`config.mk`:
```
export PLATFORM = sky130hd
export DESIGN_NAME = pipe_stage_buffer_flat
export DESIGN_NICKNAME = d
export VERILOG_FILES = /design/src/rtl/pipe_stage_buffer_if.sv /design/src/rtl/pipe_stage_buffer.sv /design/src/flat_wrapper.sv
export SDC_FILE = /design/constraint.sdc
export NUM_CORES = 1
export LEC_CHECK = 0
export CORE_MARGIN = 1
export CORE_UTILIZATION = 48
export DETAILED_ROUTE_END_ITERATION = 8
export PLACE_DENSITY = 0.79
export SLEW_MARGIN = 20
export SYNTH_ARGS = -nofsm -noshare
export SYNTH_HDL_FRONTEND = slang
export SYNTH_SLANG_ARGS = --single-unit
```
`constraint.sdc`:
```
create_clock -name clk -period 5 [get_ports clk]
set_clock_uncertainty 0.2 [all_clocks]
set_input_delay 0.75 -clock clk [delete_from_list [all_inputs] [get_ports clk]]
set_output_delay 0.75 -clock clk [all_outputs]
set_load 0.005 [all_outputs]
```
`src/rtl/pipe_stage_buffer_if.sv`:
```
// Valid/ready stage-buffer bus: upstream push side, downstream pop side and occupancy.
// The slave modport is the buffer itself; the master modport is the surrounding pipeline.
interface pipe_stage_buffer_if #(
  parameter int WIDTH = 64,
  parameter int DEPTH = 2
);
  localparam int CW = $clog2(DEPTH + 1);

  logic             in_valid;
  logic             in_ready;
  logic [WIDTH-1:0] in_data;
  logic             out_valid;
  logic             out_ready;
  logic [WIDTH-1:0] out_data;
  logic [CW-1:0]    count;

  modport slave (
    input  in_valid, in_data, out_ready,
    output in_ready, out_valid, out_data, count
  );

  modport master (
    output in_valid, in_data, out_ready,
    input  in_ready, out_valid, out_data, count
  );
endinterface

```
`src/rtl/pipe_stage_buffer.sv`:
```
// Elastic DEPTH-entry circular queue between two pipeline stages with valid/ready and flush.
// Optional zero-latency empty-buffer bypass is enabled by defining PIPE_BYPASS_EN.
module pipe_stage_buffer #(
  parameter int WIDTH = 64,
  parameter int DEPTH = 2
) (
  input  logic                 clk,
  input  logic                 reset,
  input  logic                 flush,
  pipe_stage_buffer_if.slave   bus
);
  localparam int CW = $clog2(DEPTH + 1);
  localparam int PW = (DEPTH > 1) ? $clog2(DEPTH) : 1;

  logic [PW-1:0]    wr_ptr_q, wr_ptr_d;
  logic [PW-1:0]    rd_ptr_q, rd_ptr_d;
  logic [CW-1:0]    count_q, count_d;
  logic [WIDTH-1:0] mem_q [DEPTH];

  logic stored_valid;
  logic in_ready;
  logic bypass;
  logic push;
  logic pop;

  function automatic logic [PW-1:0] ptr_inc(input logic [PW-1:0] ptr);
    if (ptr == PW'(DEPTH - 1)) begin
      ptr_inc = {PW{1'b0}};
    end else begin
      ptr_inc = ptr + PW'(1);
    end
  endfunction

  // Handshake qualification and next-state for pointers and occupancy.
  always_comb begin
    stored_valid = (count_q != {CW{1'b0}});
    in_ready     = (count_q < CW'(DEPTH)) | bus.out_ready;
`ifdef PIPE_BYPASS_EN
    bypass       = ~stored_valid & bus.in_valid & ~flush;
`else
    bypass       = 1'b0;
`endif
    // A bypassed entry taken in the same cycle never touches storage.
    push         = bus.in_valid & in_ready & ~flush & ~(bypass & bus.out_ready);
    pop          = stored_valid & bus.out_ready & ~flush;

    wr_ptr_d = wr_ptr_q;
    rd_ptr_d = rd_ptr_q;
    count_d  = count_q;
    if (flush) begin
      wr_ptr_d = {PW{1'b0}};
      rd_ptr_d = {PW{1'b0}};
      count_d  = {CW{1'b0}};
    end else begin
      if (push) begin
        wr_ptr_d = ptr_inc(wr_ptr_q);
      end else begin
        wr_ptr_d = wr_ptr_q;
      end
      if (pop) begin
        rd_ptr_d = ptr_inc(rd_ptr_q);
      end else begin
        rd_ptr_d = rd_ptr_q;
      end
      count_d = count_q + CW'(push) - CW'(pop);
    end
  end

  // Output view: bypass path first, then the head entry, zero when nothing is live.
  always_comb begin
    bus.in_ready  = in_ready;
    bus.count     = count_q;
    bus.out_valid = stored_valid | bypass;
    if (bypass) begin
      bus.out_data = bus.in_data;
    end else if (stored_valid) begin
      bus.out_data = mem_q[rd_ptr_q];
    end else begin
      bus.out_data = {WIDTH{1'b0}};
    end
  end

  // Pointer and occupancy registers; reset dominates flush.
  always_ff @(posedge clk) begin
    if (reset) begin
      wr_ptr_q <= {PW{1'b0}};
      rd_ptr_q <= {PW{1'b0}};
      count_q  <= {CW{1'b0}};
    end else begin
      wr_ptr_q <= wr_ptr_d;
      rd_ptr_q <= rd_ptr_d;
      count_q  <= count_d;
    end
  end

  // Payload storage; contents are don't-care until written.
  always_ff @(posedge clk) begin
    if (push & ~reset) begin
      mem_q[wr_ptr_q] <= bus.in_data;
    end
  end
endmodule
```
`src/flat_wrapper.sv`:
```
// flat-port wrapper written by rule: the top's interface ports become plain ports
module pipe_stage_buffer_flat 
#(
  parameter int WIDTH = 64,
  parameter int DEPTH = 2
)
  (clk, reset, flush, bus_in_valid, bus_in_data, bus_out_ready, bus_in_ready, bus_out_valid, bus_out_data, bus_count);
  pipe_stage_buffer_if #(.WIDTH(WIDTH), .DEPTH(DEPTH)) bus_i ();
  input  logic clk;
  input  logic reset;
  input  logic flush;
  input wire logic [$bits(bus_i.in_valid)-1:0] bus_in_valid;
  input wire logic [$bits(bus_i.in_data)-1:0] bus_in_data;
  input wire logic [$bits(bus_i.out_ready)-1:0] bus_out_ready;
  output wire logic [$bits(bus_i.in_ready)-1:0] bus_in_ready;
  output wire logic [$bits(bus_i.out_valid)-1:0] bus_out_valid;
  output wire logic [$bits(bus_i.out_data)-1:0] bus_out_data;
  output wire logic [$bits(bus_i.count)-1:0] bus_count;
  assign bus_i.in_valid = bus_in_valid;
  assign bus_i.in_data = bus_in_data;
  assign bus_i.out_ready = bus_out_ready;
  assign bus_in_ready = bus_i.in_ready;
  assign bus_out_valid = bus_i.out_valid;
  assign bus_out_data = bus_i.out_data;
  assign bus_count = bus_i.count;
  pipe_stage_buffer #(.WIDTH(WIDTH), .DEPTH(DEPTH)) u_core (.clk(clk), .reset(reset), .flush(flush), .bus(bus_i));
endmodule
```
==> results.txt, run 1 <==
Die X-Extent: 105 um
Adder-Cell Fraction of Synth Area: 0.246%
# hold bufs at CTS: 0
TritonCTS clock tree: done
Worst-Margin Slew: 0.717 ns
Max Cap Viol: 0
largest net degree at the start of global routing: 65
final setup violating endpoints: 0
initial antenna violation count: 0
Period minus WS final: 3.50 ns
crit path DAT: 2.55 ns
RSZ-0062 raised after global routing: no
Port Buffers: 136
Avg Synthesized Cell Area: 16.8 um^2
slew margin rel.: 52.1%
total CTS buffers: 17
Longest Clk Path Bufs: 2
Power Total: 0.00253 W
Die ar.: 11,000 um^2
XOR/XNOR share of the synthesized area: 0.345%
CP endpoint kind: output port
GRT Overall Usage: 18.2%
post-synthesis compound-gate area fraction: 0.715%
peak supply drop: 0.252 mV
hold path cells: 1
Post-synth top flop: edfxtp_1
number of nets still failing antenna checks after routing: 0
Synth Register Bits: 133
Post-Syn Area: 5080 um^2
Synth async-reset ratio: 0%
Pleak: 2.28 nW
Slew Viols, Final: 0
DR WL/cell: 15.8 um
PwrDens: 354 nW/um^2
die height: 105 um
Max Fclk: 286 MHz
row cnt: 37
CTS resizes: 0
CTS sink count: 133
most frequent cells in the layout: clkdlybuf4s50_1, edfxtp_1, nor2_1
DR iter-0 viols: 185
vias per cell: 4.95
Final Net Count: 518
# DRC: 0
Post-synth EDFFs: 128
first-pass GRT wire length: 15,000 um
TNS Setup: 0 ns
H-tree levels: 4
share of layout cells above drive strength 1: 9.33%
DRT Wirelength: 9440 um
clock root buffer: clkbuf_8
n_diodes: 0
final worst-path cycle share: 70.0%
post-synth cell types: 23
status: finished clean
CP startpoint kind: flip-flop
initial core utilization: 49.4%
reg2reg path depth: 4
post-DP HPWL: 6050 um
Layout Utilization: 69.6%
gr ovfl total: 0
Hold WC Path Type: reg2reg
most common cell after layout, fill and taps aside: clkdlybuf4s50_1
gpl congestion: 0.749
syn nets: 372
Required @ worst endpoint: 4.05 ns
clk slew on worst S/H paths: 0.06 ns
Post-CTS Setup Inserts: 0
Ports: 137
simple-gate share of the synthesized area: 6.23%
clk_lat worst skew: 0.50 ns
First-pass DRT Iterations: 4
mux cell area share after synthesis: 12.6%
WS Path Type: reg2out
main combinational cell family by area after synthesis: multiplexers
Synth Instances: 302
crit-path max FO: 34
Final Hold Fails: 0
post-synthesis sequential area ratio: 77.7%
routed via count: 2,957
area grow syn2layout: 40.8%
Ys Warns: 0
core area: 10,300 um^2
vias in the first global route: 3,099
==> path summary, 6_finish.rpt <==
| path | from | endpoint | slack [ns] |
|---|---|---|---|
| max | u_core.bus.count[1]$_SDFF_PP0_ | bus_out_data[17] | 1.50 |
| min | u_core.wr_ptr_q$_SDFFE_PP0P_ | u_core.wr_ptr_q$_SDFFE_PP0P_ | 0.33 |
| max reg2reg | u_core.bus.count[1]$_SDFF_PP0_ | u_core.mem_q[1][31]$_DFFE_PP_ | 2.94 |
| min reg2reg | u_core.wr_ptr_q$_SDFFE_PP0P_ | u_core.wr_ptr_q$_SDFFE_PP0P_ | 0.33 |
==> synthesized netlist by cell type (2+ instances only) <==
cell      number  area share, %
xor2_1         2           0.35
dfxtp_1        5            2.0
inv_1          4           0.30
nor2_1        69            5.1
edfxtp_1     128             76
nand3_1        2           0.20
buf_2          7           0.69
mux2i_1       64             13
nor3_1         2           0.20
buf_4          6           0.89
==> layer usage <==
layer,GRT usage [%],vias up,part of all wire (%)
met5,0,-,0
met4,8.85,0,1.7
met3,5.36,13,5.7
met2,29.6,111,50
met1,22.3,1421,43
li1,-,1412,-
==> sequential cells by signal, indices dropped and copies added (netlist names), named ones only <==
name and count:
u_core.rd_ptr_q 1, u_core.bus.count 2, u_core.mem_q 128, u_core.wr_ptr_q 1
==> power by group <==
part / total, W / internal [W] / switching [W]
Combinational: 0.000163 / 0.0000975 / 0.0000650
Sequential: 0.00125 / 0.00125 / 0.00000792
Clock: 0.00112 / 0.000660 / 0.000456
Total: 0.00253 / 0.00200 / 0.000529
==> stage by stage <==
stage          instances  area (um^2)  setup slack [ns]  hold WS, ns
2_1_floorplan        302         5080             0.533        0.249
3_3_place_gp         564         6580              2.01        0.295
3_5_place_dp         564         6580              2.00        0.315
4_1_cts              596         7120              1.46        0.330
5_1_grt              597         7150              1.31        0.352
6_report             597         7150              1.50        0.329
==> critical path, cell delays in order (launching register included) <==
cell and delay (ns):
dfxtp_1 0.37, nor2_4 0.59, buf_4 0.46, nor2_1 0.12
clkdlybuf4s50_1 0.47
==> kinds of logic after synthesis <==
logic type | after synthesis
flip-flops | 133
AND/OR/NAND/NOR | 78
multiplexers | 64
buffers and inverters | 19
AO/OA/AOI/OAI | 5
XOR/XNOR | 2
adder cells (fa/ha/maj) | 1
==> layout make-up <==
class,instances,area (um^2)
multi-input cells,150,1050
clock buffers,17,414
well taps,136,170
flip-flops and latches,133,3950
inverters,4,15.0
repair buffers,142,1430
clock inverters,15,131
fillers,709,3130
Note: power is estimated with default switching activity, not from simulation.
==> run 2, diff against run 1 <==
==> constraint.sdc (replaced) <==
create_clock -name clk -period 3.5 [get_ports clk]
set_clock_uncertainty 0.2 [all_clocks]
set_input_delay 0.525 -clock clk [delete_from_list [all_inputs] [get_ports clk]]
set_output_delay 0.525 -clock clk [all_outputs]
set_load 0.005 [all_outputs]
==> run 2 against run 1 <==
Final cell count is 0.34% higher. Count of clock-buffer cells in the layout grew 1. Non-clock buffer count rose by 3. Worst setup slack got worse by 1.0 ns. First-iteration DRC count down 12%.
==> results.txt, run 2 (synthesis results as in run 1) <==
clk_lat worst skew: 0.50 ns (about the same)
WS Path Type: reg2out (unchanged)
clk slew on worst S/H paths: 0.06 ns (about the same)
Max Cap Viol: 0 (unchanged)
Final Net Count: 521 (was 518)
worst hold slack: 0.314 ns (was 0.329 ns)
peak supply drop: 0.355 mV (was 0.252 mV)
DRT Wirelength: 9530 um (was 9440 um)
final setup violating endpoints: 0 (unchanged)
DR WL/cell: 15.9 um (was 15.8 um)
CP endpoint kind: output port (unchanged)
Post-CTS Setup Inserts: 0 (unchanged)
Longest Clk Path Bufs: 2 (unchanged)
share of layout cells above drive strength 1: 9.72% (was 9.33%)
vias in the first global route: 3,038 (was 3,099)
First-pass DRT Iterations: 4 (unchanged)
CP startpoint kind: flip-flop (unchanged)
RSZ-0062 raised after global routing: no (unchanged)
row cnt: 37 (unchanged)
Slew Viols, Final: 0 (unchanged)
n_diodes: 0 (unchanged)
DR iter-0 viols: 163 (was 185)
PwrDens: 498 nW/um^2 (was 354 nW/um^2)
gpl congestion: 0.800 (was 0.749)
Hold WC Path Type: reg2reg (unchanged)
total CTS buffers: 17 (unchanged)
max reg flops: 128 (unchanged)
clock root buffer: clkbuf_8 (unchanged)
crit-path max FO: 27 (was 34)
first-pass GRT wire length: 15,300 um (was 15,000 um)
Max Fclk: 330 MHz
placed instance count: 568 (was 564)
# DRC: 0 (unchanged)
CTS sink count: 133 (unchanged)
crit path DAT: 2.31 ns (was 2.55 ns)
Reg2Reg Setup Slack: 1.35 ns (was 2.94 ns)
CP max stage delay: 0.46 ns (was 0.59 ns)
CTS resizes: 0 (unchanged)
most frequent cells in the layout: clkdlybuf4s50_1, edfxtp_1, nor2_1 (unchanged)
Biggest register: u_core.mem_q (unchanged)
Die X-Extent: 105 um (unchanged)
GRT Overall Usage: 18.7% (was 18.2%)
fillers: 698 (was 709)
most common cell after layout, fill and taps aside: clkdlybuf4s50_1 (unchanged)
vias per cell: 4.95 (about the same)
largest net degree at the start of global routing: 39 (was 65)
worst setup margin: 0.469 ns (was 1.50 ns)
Design Area, Final: 7180 um^2 (was 7150 um^2)
Required @ worst endpoint: 2.77 ns (was 4.05 ns)
slowest CP cell: nor2_4 (unchanged)
die height: 105 um (unchanged)
placed cell area: 6650 um^2 (was 6580 um^2)
Ports: 137 (unchanged)
Die ar.: 11,000 um^2 (unchanged)
status: finished clean (unchanged)
TritonCTS clock tree: done (unchanged)
CP Buf/Inv Count: 2 (unchanged)
Period minus WS final: 3.03 ns
slew margin rel.: 64.2% (was 52.1%)
Final Hold Fails: 0 (unchanged)
# hold bufs at CTS: 0 (unchanged)
family with the most delay on the worst path: buffers and inverters (unchanged)
post-DP HPWL: 6530 um (was 6050 um)
number of nets still failing antenna checks after routing: 0 (unchanged)
pre-CTS WS: 0.671 ns (was 2.00 ns)
crit path cell chain: nor2_4 > buf_4 > nor2_1 > clkdlybuf4s50_1 (unchanged)
Non-Filler Instances: 599 (was 597)
final worst-path cycle share: 86.6%
H-tree levels: 4 (unchanged)
Port Buffers: 136 (unchanged)
area grow syn2layout: 41.3% (was 40.8%)
Pleak: 2.31 nW (was 2.28 nW)
routed via count: 2,965 (was 2,957)
initial antenna violation count: 0 (unchanged)
core area: 10,300 um^2 (unchanged)
initial core utilization: 49.4% (unchanged)
Worst-Margin Slew: 0.536 ns (was 0.717 ns)
gr ovfl total: 0 (unchanged)
run 2: report_power, final:
group / leakage [nW] / switching [W] / internal [W]
clock: 0.256 / 0.000614 / 0.000931
sequential: 1.20 / 0.0000107 / 0.00178
combinational: 0.851 / 0.0000951 / 0.000142
total: 2.31 / 0.000720 / 0.00285
run 2: worst paths after layout:
kind                                                startpoint                            end  depth (start not counted)
worst max-delay path            u_core.bus.count[1]$_SDFF_PP0_               bus_out_data[44]                          4
worst min-delay path              u_core.wr_ptr_q$_SDFFE_PP0P_   u_core.wr_ptr_q$_SDFFE_PP0P_                          1
worst max register to register  u_core.bus.count[1]$_SDFF_PP0_  u_core.mem_q[1][63]$_DFFE_PP_                          4
worst min register to register    u_core.wr_ptr_q$_SDFFE_PP0P_   u_core.wr_ptr_q$_SDFFE_PP0P_                          1
run 2: metrics by stage:
stage / util (%) / power, W / TNS, ns
after floorplan: - / 0.00190 / -95.01
after global placement: 64.7 / 0.00206 / 0
after detailed placement: 64.7 / 0.00206 / 0
after CTS: 69.8 / 0.00361 / 0
after global routing: 69.8 / 0.00371 / 0
final: 69.8 / 0.00357 / 0
run 2: area by class of cell:
type	count	area, um^2	share of cell area, %
clock buffers	18	418	5.82
multi-input cells	150	1050	14.6
well taps	136	170	2.37
repair buffers	145	1470	20.4
flip-flops and latches	133	3950	55.0
inverters	4	15.0	0.209
clock inverters	13	113	1.57
run 2: metal layers:
| layer | share of wire [%] | track usage, % | wire length (um) |
|---|---|---|---|
| met1 | 42 | 23.5 | 3970 |
| met2 | 51 | 30.5 | 4830 |
| met3 | 5.9 | 5.24 | 559 |
| met4 | 1.8 | 7.85 | 175 |
| met5 | 0 | 0 | 0 |
run 2: worst reg2reg max path: stages, from the launching register on:
cell and delay, ns:
dfxtp_1 0.37, nand2b_1 0.23, nand3_1 0.26, nor2_4 0.47
buf_4 0.32
